[config.mk]
export PLATFORM = sky130hd
export DESIGN_NAME = ee354_bin2bcd
export DESIGN_NICKNAME = d
export VERILOG_FILES = /design/src/rtl/ee354_bin2bcd.sv
export SDC_FILE = /design/constraint.sdc
export NUM_CORES = 1
export LEC_CHECK = 0
export CAP_MARGIN = 20
export CORE_MARGIN = 5
export CORE_UTILIZATION = 46
export DETAILED_ROUTE_END_ITERATION = 10
export HOLD_SLACK_MARGIN = 0.1
export PLACE_DENSITY = 0.75
export SYNTH_ARGS = -nofsm -noshare
export SYNTH_HDL_FRONTEND = slang
export SYNTH_SLANG_ARGS = --single-unit
[constraint.sdc]
create_clock -name Clk -period 1.74 [get_ports Clk]
set_clock_uncertainty 0.2 [all_clocks]
set_input_delay 0.174 -clock Clk [delete_from_list [all_inputs] [get_ports Clk]]
set_output_delay 0.174 -clock Clk [all_outputs]
set_load 0.02 [all_outputs]
[src/rtl/ee354_bin2bcd.sv]
// Sequential shift-add-3 binary-to-BCD converter with Start/Ack handshake and SCEN single-step.
// Latency: 1 clock in I + WIDTH SCEN-enabled clocks in SHIFT; SCEN=0 stalls SHIFT, DONE holds until Ack.
module ee354_bin2bcd #(
    parameter int WIDTH  = 8,
    parameter int DIGITS = 3
) (
    input  logic                  Clk,
    input  logic                  Reset,
    input  logic                  SCEN,
    input  logic                  Start,
    input  logic                  Ack,
    input  logic [WIDTH-1:0]      Bin,
    output logic [4*DIGITS-1:0]   BCD,
    output logic                  q_I,
    output logic                  q_Shift,
    output logic                  q_Done
);

    localparam int CW = $clog2(WIDTH + 1);
    localparam logic [CW-1:0] LAST_CNT = CW'(WIDTH - 1);

    typedef enum logic [2:0] {
        S_I     = 3'b001,
        S_SHIFT = 3'b010,
        S_DONE  = 3'b100
    } state_t;

    state_t                state_q, state_d;
    logic [WIDTH-1:0]      bin_q, bin_d;
    logic [4*DIGITS-1:0]   bcd_q, bcd_d;
    logic [4*DIGITS-1:0]   adj;
    logic [CW-1:0]         cnt_q, cnt_d;

    // Digits >= 5 get +3 before the shift so that doubling carries correctly into the next digit.
    always_comb begin
        adj = bcd_q;
        for (int k = 0; k < DIGITS; k++) begin
            if (bcd_q[4*k +: 4] >= 4'd5) begin
                adj[4*k +: 4] = bcd_q[4*k +: 4] + 4'd3;
            end
        end
    end

    always_comb begin
        state_d = state_q;
        bin_d   = bin_q;
        bcd_d   = bcd_q;
        cnt_d   = cnt_q;
        case (state_q)
            S_I: begin
                bin_d = Bin;
                bcd_d = '0;
                cnt_d = '0;
                if (Start) begin
                    state_d = S_SHIFT;
                end
            end
            S_SHIFT: begin
                if (SCEN) begin
                    {bcd_d, bin_d} = {adj, bin_q} << 1;
                    cnt_d          = cnt_q + CW'(1);
                    if (cnt_q == LAST_CNT) begin
                        state_d = S_DONE;
                    end
                end
            end
            S_DONE: begin
                if (Ack) begin
                    state_d = S_I;
                end
            end
            // Illegal one-hot codes poison the state; only Reset recovers.
            default: state_d = state_t'(3'bxxx);
        endcase
    end

    always_ff @(posedge Clk or posedge Reset) begin
        if (Reset) begin
            state_q <= S_I;
            bin_q   <= '0;
            bcd_q   <= '0;
            cnt_q   <= '0;
        end else begin
            state_q <= state_d;
            bin_q   <= bin_d;
            bcd_q   <= bcd_d;
            cnt_q   <= cnt_d;
        end
    end

    assign BCD     = bcd_q;
    assign q_I     = state_q[0];
    assign q_Shift = state_q[1];
    assign q_Done  = state_q[2];

endmodule

==> results of run 1 <==
==> cell families after synthesis <==
kind of cell	after synthesis	synth area share (%)
simple gates	48	16.5
compound gates	36	17.7
flops	27	47.2
buf+inv	18	6.72
fa+ha+maj	7	6.11
xor+xnor	6	3.67
mux	3	2.09
==> stage by stage <==
step | setup WS, ps | total power (W) | util (%) | instance area [um^2] | setup TNS, ps
after CTS | 6.57 | 0.00245 | 61.9 | 1880 | 0
after floorplan | -103 | 0.00178 | - | 1470 | -469
after global placement | -101 | 0.00221 | 60.7 | 1840 | -1180
final | 28.8 | 0.00259 | 65.4 | 1980 | 0
after detailed placement | -126 | 0.00227 | 60.7 | 1840 | -1720
after global routing | -32.8 | 0.00280 | 65.4 | 1980 | -107
==> final timing paths <==
kind	start	endpoint	slack, ps	cells past startpoint
min reg2reg	bin_q[3]$_DFFE_PP0P_	bin_q[3]$_DFFE_PP0P_	300	2
min	Bin[5]	bin_q[5]$_DFFE_PP0P_	240	3
max	state_q[2]$_DFFE_PP0P_	BCD[11]$_DFFE_PP0P_	30	6
min in group asynchronous	Reset	BCD[7]$_DFFE_PP0P_	540	4
max in group asynchronous	Reset	state_q[0]$_DFFE_PP1P_	510	4
max reg2reg	state_q[2]$_DFFE_PP0P_	BCD[11]$_DFFE_PP0P_	30	6
==> flip-flops by register name, summed over array words and instances (netlist names) <==
signal and cells:
state_q 3, BCD 12, cnt_q 4, bin_q 8
==> cell usage in the layout, fill, tap and decap left out, types with 2 or more instances in the layout <==
| master | instances |
|---|---|
| xor2_1 | 3 |
| nand2b_1 | 3 |
| a21oi_1 | 3 |
| nor2_1 | 6 |
| ha_2 | 3 |
| dfrtp_2 | 3 |
| dfrtp_1 | 23 |
| a31oi_1 | 2 |
| nor4_1 | 2 |
| buf_4 | 19 |
| mux2i_1 | 3 |
| o21ai_0 | 7 |
| buf_6 | 5 |
| o31ai_2 | 2 |
| a21oi_4 | 2 |
| nand2_1 | 25 |
| xnor2_1 | 3 |
| dlygate4sd2_1 | 14 |
| nor3_1 | 2 |
| inv_1 | 10 |
| nand3_1 | 3 |
| ha_1 | 4 |
| a22o_1 | 5 |
| a22oi_1 | 6 |
| clkdlybuf4s50_1 | 12 |
| o21ai_1 | 3 |
| clkbuf_4 | 3 |
==> critical path, delay by kind of cell (launching register included) <==
family | cells | cell delay (ps)
DFF | 1 | 440
AOI/OAI and AO/OA | 2 | 350
and+or+nand+nor | 2 | 340
buffers and inverters | 2 | 290
==> power groups by stage <==
stage / Sequential (W) / Clock [W] / Combinational, W
after floorplan: 0.00110 / 0 / 0.000678
after global placement: 0.000983 / 0 / 0.00122
after detailed placement: 0.000995 / 0 / 0.00127
after CTS: 0.000979 / 0.000271 / 0.00120
after global routing: 0.00103 / 0.000315 / 0.00145
final: 0.000998 / 0.000277 / 0.00132
==> routing by layer <==
metal | vias up | global-route usage (%)
li1 | 594 | -
met1 | 582 | 19.7
met2 | 25 | 28.5
met3 | 5 | 3.40
met4 | 0 | 5.44
met5 | - | 0
==> final cells by class <==
cell class                 count  share of cell area (%)
inverter                      10                    1.90
tap                           44                    2.78
multi-input combinational    100                    36.5
sequential                    27                    34.4
timing repair buffer          52                    23.1
clock inverter                 1                   0.253
clock buffer                   3                    1.14
==> timing repair <==
item / in CTS / in global routing
cloned: 0 / 0
setup endpoints to repair: 20 / 22
hold buffers: 1 / 0
setup buffers: 1 / 8
resized for setup: 19 / 18
pin swaps: 0 / 5
endpoints found under the hold margin: 26 / 0
==> metrics.md, run 1 <==
| Metric | Value |
|---|---|
| Outcome | completed |
| Fmax | between 0.5 and 0.6 GHz |
| Die H | approximately 66 um |
| Core Footprint | a little over 3000 um^2 |
| Fill count | approximately 260 |
| Most frequent cell after synthesis | dfrtp_1 |
| CTS sink cnt | 27 |
| Nets@finish | 214 |
| Routed wire length | ~3300 um |
| Clk_lat worst skew | between 300 and 400 ps |
| Antenna cells | 0 |
| Antenna-violating nets left | 0 |
| Worst Tran Pin Value | around 340 ps |
| Via count | about 1,200 |
| Hpwl dp | 2420 um |
| Sw frac | between 40% and 50% |
| Detailed-route DRC error count | 0 |
| Via-per-instance ratio | about 5.1 |
| Number of synthesized register bits | 27 |
| FP Rows | 20 |
| Die width | between 60 and 70 um |
| Clock root buffer | clkbuf_4 |
| Hold WS | 240 ps |
| Share of cells above drive strength 1 | approximately a quarter |
| CTS tree | done |
| Synth Net Count | ~170 |
| Clock Path Buffers | 2 |
| Worst path arrival time | about 1800 ps |
| First-pass GRT wire length | 5490 um |
| Number of max-cap violations | 0 |
| Synth-to-layout area growth | 38.1% |
| Number of buffers created by CTS | 3 |
| Max stage delay on crit path | around 440 ps |
| Max Used Layer | met4 |
| Ys flop type | dfrtp_1 |
| Area leader, netlist | dfrtp_1 |
| Max Slew Vio Count | 0 |
| Comb pwr share | about half |
| Met1 Wirelength | about 1500 um |
| Minimum clock period | ~1700 ps |
| Register clock-pin slew on the reported worst setup and hold paths | 140 ps |
| Gr ovfl total | 0 |
| Worst-path cell chain | buf_6, buf_4, nor3b_4, nor2_4, a21o_1, a32o_1 |
| Fin crit share | between 90% and 100% |
| Synth cell count leaders | 26 x dfrtp_1, 25 x nand2_1, 10 x inv_1 |
| Sequential fraction of the synthesis area | about 47% |
| Final non-filler cell total | between 200 and 250 |
| Post-synth top area share | a little under half |
| Cells after Synth | ~150 |
| Vias in the first global route | between 1,000 and 1,500 |
| RSZ-0062 raised after global routing | yes |
| Worst IR drop on VDD | 625 uV |
| Gr usage total | ~16% |
| Number of H-tree levels | 1 |
| Critical Path Start Type | flop |
| WS Path Type | flop to flop |
| Power Internal | around 0.0015 W |
| Post-Syn Area per Cell | a little under 10 um^2 |
| Library cells used by synthesis | 32 |
| WL met3 | between 100 and 150 um |
| PwrDens | 1310 nW/um^2 |
| Initial core utilization | about 47% |
| Die ar. | between 4000 and 5000 um^2 |
| Slowest cell on crit path | dfrtp_2 |
| Setup Viol. Count Final | 0 |
| Worst setup EP type | flop |
| Pre-Repair DR Iteration Count | 4 |
| Synth async-reset ratio | 100% |
| Leak | roughly 1 nW |
| EDFF count, synth | 0 |
| Multi-input gate area | 723 um^2 |
| Placed Cells | about 220 |
| Hold Vio Cnt, Final | 0 |
| WL met2 | 1630 um |
| # port buffers | 27 |
| Antenna violations before repair | 0 |
| Net switching power | 0.00108 W |
| Yosys warning count | 0 |
| Post-Syn Area | 1430 um^2 |
| Hold Path Class | primary input to flop |
| # IOs | 28 |
| Gpl congestion | between 0.8 and 0.9 |
| Max_slew headroom | between 70% and 80% |
| Largest net degree at the start of global routing | 28 |
| Area contributors post-synth | dfrtp_1 45%, nand2_1 6.5%, ha_1 6.1%, o21ai_0 3.1%, a22oi_1 3.1% |
| DRT iter0 DRCs | 26 |
| Reg power frac | between 30% and 40% |
| Crit path max fanout | 7 |
| Clk pwr share | about a tenth |
| Register area | 681 um^2 |
| WL/cell | between 10 and 15 um |
| Worst EP required | 1780 ps |
Note: power is estimated with default switching activity, not from simulation.
==> run 2: changes to the inputs <==
--- a/config.mk
+++ b/config.mk
@@ -7,10 +7,10 @@
 export LEC_CHECK = 0
 export CAP_MARGIN = 20
 export CORE_MARGIN = 5
-export CORE_UTILIZATION = 46
+export CORE_UTILIZATION = 51
 export DETAILED_ROUTE_END_ITERATION = 10
 export HOLD_SLACK_MARGIN = 0.1
-export PLACE_DENSITY = 0.75
+export PLACE_DENSITY = 0.79
 export SYNTH_ARGS = -nofsm -noshare
 export SYNTH_HDL_FRONTEND = slang
 export SYNTH_SLANG_ARGS = --single-unit
==> constraint.sdc (replaced) <==
create_clock -name Clk -period 1.7 [get_ports Clk]
set_clock_uncertainty 0.2 [all_clocks]
set_input_delay 0.17 -clock Clk [delete_from_list [all_inputs] [get_ports Clk]]
set_output_delay 0.17 -clock Clk [all_outputs]
set_load 0.02 [all_outputs]
==> metrics.md, run 2 (synthesized netlist as in run 1, its figures left out) <==
| Metric | Value |
|---|---|
| Total chip power | approximately 0.0028 W |
| WL/cell | between 10 and 15 um |
| Clock root buffer | clkbuf_4 |
| Worst Tran Pin Value | 334 ps |
| Violated checks | negative setup slack |
| CTS sink cnt | 27 |
| Via count | ~1,300 |
| Largest net degree at the start of global routing | 28 |
| Fmax | about 0.57 GHz |
| Pre-Repair DR Iteration Count | 4 |
| Worst reg2reg setup slack | -50 ps |
| PwrDens | approximately 1400 nW/um^2 |
| FP Rows | 19 |
| Via-per-instance ratio | roughly 5.5 |
| Clock Path Buffers | 2 |
| Worst IR drop on VDD | between 1000 and 1500 uV |
| Register area | 681 um^2 |
| Worst path arrival time | 1770 ps |
| Max Slew Vio Count | 0 |
| Fill count | between 200 and 250 |
| First-pass GRT wire length | about 5700 um |
| Antenna violations before repair | 0 |
| Number of H-tree levels | 1 |
| Setup Viol. Count Final | 9 |
| Cells on worst reg2reg path | 6 |
| Crit path max fanout | 10 |
| Hold Vio Cnt, Final | 0 |
| Hpwl dp | ~2400 um |
| Vias in the first global route | about 1,300 |
| Die ar. | 3970 um^2 |
| Detailed-route DRC error count | 0 |
| Core Footprint | around 2700 um^2 |
| Die width | between 60 and 70 um |
| Hold Path Depth | 2 |
| Fin crit share | 103% |
| Leak | just over 1 nW |
| # port buffers | 27 |
| Critical Path Start Type | flop |
| Number of max-cap violations | 0 |
| Final TNS setup | -278 ps |
| Synth-to-layout area growth | 41.3% |
| Nets@finish | 221 |
| WS Path Type | flop to flop |
| Worst setup margin | -50.9 ps |
| Worst setup EP type | flop |
| Initial core utilization | approximately 52% |
| Gr ovfl total | 0 |
| RSZ-0062 raised after global routing | yes |
| Share of cells above drive strength 1 | around 28% |
| Outcome | finished, violations left |
| Layout Utilization | about three quarters |
| CTS tree | done |
| DRT iter0 DRCs | 52 |
| # IOs | 28 |
| Routed wire length | between 3000 and 4000 um |
| Place WS | -175 ps |
| Max_slew headroom | between 70 and 80% |
| Worst EP required | 1720 ps |
| Gpl congestion | 0.948 |
| Minimum clock period | 1750 ps |
| Die H | between 60 and 70 um |
| Register clock-pin slew on the reported worst setup and hold paths | 140 ps |
| Number of buffers created by CTS | 3 |
| Antenna-violating nets left | 0 |
| Most frequent cells in the layout | 28 x buf_4, 25 x nand2_1, 23 x dfrtp_1, 13 x dlygate4sd2_1, 12 x clkdlybuf4s50_1 |
| Gr usage total | around 17% |
| Hold Path Class | primary input to flop |
| Antenna cells | 0 |
| Number of flip-flops under the largest register name | 12 |
| Clk_lat worst skew | 310 ps |
| Most common cell after layout, fill and taps aside | buf_4 |
| Multi-input gate area | roughly 730 um^2 |
## run 2: power by group
part | internal, W | switching, W | total (W) | leakage, nW
Combinational | 0.000725 | 0.000747 | 0.00147 | 0.657
Sequential | 0.000813 | 0.000213 | 0.00103 | 0.345
Clock | 0.0000916 | 0.000175 | 0.000267 | 0.0150
## run 2: routing by layer
layer | wire [um] | global-route usage (%) | part of all wire [%]
met1 | 1400 | 22.1 | 42
met2 | 1730 | 30.0 | 52
met3 | 158 | 2.70 | 4.7
met4 | 49 | 5.04 | 1.5
met5 | 0 | 0 | 0
## run 2: layout make-up
class                           instances  area share (%)
Multi-Input combinational cell        100            36.2
Sequential cell                        27            33.6
Timing Repair Buffer                   59            25.1
Tap cell                               31            1.91
Inverter                               10            1.85
Clock buffer                            4            1.30
## run 2: per-stage QoR
| stage | hold slack (ps) | area, um^2 | cells |
|---|---|---|---|
| global route | 239 | 2030 | 231 |
| floorplan | 21.8 | 1470 | 145 |
| global placement | 272 | 1860 | 215 |
| CTS | 249 | 1920 | 223 |
| finish | 258 | 2030 | 231 |
| detailed placement | 276 | 1860 | 215 |
## run 2: timing repair
action	4_1_cts	5_1_grt
endpoints found under the setup margin	34	25
gates resized for setup	21	15
hold buffers	1	0
buffers inserted	3	9
endpoints found under the hold margin	26	0
pin swaps	3	10
## run 2: path summary, 6_finish.rpt
check | start | to
worst max-delay path | state_q[2]$_DFFE_PP0P_ | BCD[11]$_DFFE_PP0P_
worst max register to register | state_q[2]$_DFFE_PP0P_ | BCD[11]$_DFFE_PP0P_
worst min-delay path | Bin[0] | bin_q[0]$_DFFE_PP0P_
worst min register to register | bin_q[4]$_DFFE_PP0P_ | bin_q[4]$_DFFE_PP0P_
max in group asynchronous | Reset | state_q[0]$_DFFE_PP1P_
min in group asynchronous | Reset | BCD[5]$_DFFE_PP0P_
## run 2: worst max-delay path, stage by stage (launching register included)
cell and delay [ps]:
dfrtp_2 450, buf_8 140, nor4bb_4 270, buf_4 180
nor2_4 60, a21o_1 160, a32o_1 190
==> run 3: changes to the inputs <==
--- a/config.mk
+++ b/config.mk
@@ -14,3 +14,4 @@
 export SYNTH_ARGS = -nofsm -noshare
 export SYNTH_HDL_FRONTEND = slang
 export SYNTH_SLANG_ARGS = --single-unit
+export TNS_END_PERCENT = 50
==> metrics.md, run 3 (synthesized netlist as in run 1, its figures left out) <==
| Metric | Value |
|---|---|
| Outcome | finished, violations left |
| Violated checks | negative setup slack |
| Clock Path Buffers | 2 |
| Detailed-route DRC error count | 0 |
| Die H | 63.0 um |
| Number of flip-flops under the largest register name | 12 |
| # IOs | 28 |
| Clk_lat worst skew | 320 ps |
| Largest net degree at the start of global routing | 28 |
| Worst-path cell chain | buf_6, nor4bb_4, buf_4, nor2_4, a21o_1, a32o_1 |
| Worst EP required | 1720 ps |
| WP buf/inv | 2 |
| Setup Viol. Count Final | 1 |
| CTS tree | done |
| Setup bufs post-CTS | 0 |
| Register clock-pin slew on the reported worst setup and hold paths | 140 ps |
| Worst Tran Pin Value | roughly 330 ps |
| Core Footprint | roughly 2700 um^2 |
| Max stage delay on crit path | 440 ps |
| Final TNS setup | -1.79 ps |
| RSZ-0062 raised after global routing | yes |
| Initial core utilization | about 52% |
| Register area | just under 700 um^2 |
| Max_slew headroom | between 70% and 80% |
| Gr ovfl total | 0 |
| Placed Cells | around 220 |
| Antenna cells | 0 |
| Leak | ~0.96 nW |
| Fmax | around 0.59 GHz |
| CTS sink cnt | 27 |
| Gr usage total | between 10% and 20% |
| Hold Vio Cnt, Final | 0 |
| Minimum clock period | 1700 ps |
| PwrDens | 1410 nW/um^2 |
| Number of max-cap violations | 0 |
| Place WS | -176 ps |
| Fin crit share | 100% |
| DRT iter0 DRCs | 75 |
| Number of buffers created by CTS | 3 |
| Antenna violations before repair | 0 |
| Die ar. | ~4000 um^2 |
| Hold Path Class | primary input to flop |
| # port buffers | 27 |
| WL/cell | 14.6 um |
| Worst setup EP type | flop |
| Most frequent cells in the layout | 25 x nand2_1, 23 x dfrtp_1, 19 x buf_4, 13 x dlygate4sd2_1, 12 x clkdlybuf4s50_1 |
| Pre-Repair DR Iteration Count | 4 |
| Routed wire length | between 3000 and 4000 um |
| First-pass GRT wire length | about 5400 um |
| WS Path Type | flop to flop |
| Fill count | just under 200 |
| Hpwl dp | 2400 um |
| Synth-to-layout area growth | 36.7% |
| Worst setup margin | -1.79 ps |
| Slowest cell on crit path | dfrtp_2 |
| Worst IR drop on VDD | 1120 uV |
| Antenna-violating nets left | 0 |
| Worst path arrival time | approximately 1700 ps |
| Critical Path Start Type | flop |
| Most common cell after layout, fill and taps aside | nand2_1 |
| Final non-filler cell total | 222 |
| Nets@finish | between 200 and 250 |
| Gpl congestion | 0.821 |
| Via-per-instance ratio | about 5.4 |
| Share of cells above drive strength 1 | 26.7% |
| Crit-path leading delay family | flip-flops |
| FP Rows | 19 |
| Multi-input gate area | 746 um^2 |
| Max Slew Vio Count | 0 |
| Vias in the first global route | ~1,200 |
| Crit path max fanout | 12 |
| Number of H-tree levels | 1 |
| Die width | 63.0 um |
| Via count | 1,205 |
| Clock root buffer | clkbuf_4 |
[run 3: worst paths after layout]
kind	end	slack, ps	depth (start not counted)	from
min in group asynchronous	BCD[8]$_DFFE_PP0P_	550	4	Reset
max in group asynchronous	state_q[0]$_DFFE_PP1P_	450	4	Reset
worst max register to register	BCD[11]$_DFFE_PP0P_	-2	6	state_q[2]$_DFFE_PP0P_
worst max-delay path	BCD[11]$_DFFE_PP0P_	-2	6	state_q[2]$_DFFE_PP0P_
worst min-delay path	bin_q[1]$_DFFE_PP0P_	260	3	Bin[1]
worst min register to register	bin_q[3]$_DFFE_PP0P_	300	2	bin_q[3]$_DFFE_PP0P_
[run 3: worst register-to-register path, delay by kind of cell (launching register included)]
kind | cells | cell delay [ps]
flops | 1 | 440
buf+inv | 2 | 300
simple gates | 2 | 320
compound gates | 2 | 360
[run 3: final cells by class]
type,count,area share [%]
clock buffer,3,1.15
multi-input combinational,100,38.0
clock inverter,1,0.255
timing repair buffer,50,22.0
sequential,27,34.7
tap,31,1.98
inverter,10,1.91
[run 3: what timing repair did]
| item | CTS | global route |
|---|---|---|
| resized for setup | 26 | 15 |
| setup endpoints to repair | 26 | 19 |
| hold buffers | 1 | 0 |
| hold endpoints to repair | 26 | 0 |
| pin swaps | 0 | 5 |
[run 3: report_power, final]
group | switching (W) | internal (W) | total, W
logic | 0.000748 | 0.000717 | 0.00147
clock network | 0.000185 | 0.0000879 | 0.000273
registers | 0.000211 | 0.000814 | 0.00103
[run 3: per-layer routing]
layer	vias up	wire length [um]	GRT usage (%)
li1	594	-	-
met1	589	1470	21.6
met2	20	1650	27.4
met3	2	106	2.88
met4	0	16	6.10
met5	-	0	0
[run 3: stage by stage]
step / area [um^2] / util, % / hold WS (ps) / total power (W)
after global routing: 1960 / 71.7 / 244 / 0.00298
after detailed placement: 1870 / 68.2 / 267 / 0.00241
after CTS: 1910 / 70.0 / 247 / 0.00264
final: 1960 / 71.7 / 262 / 0.00276
after global placement: 1870 / 68.2 / 262 / 0.00233
after floorplan: 1460 / - / 21.8 / 0.00180
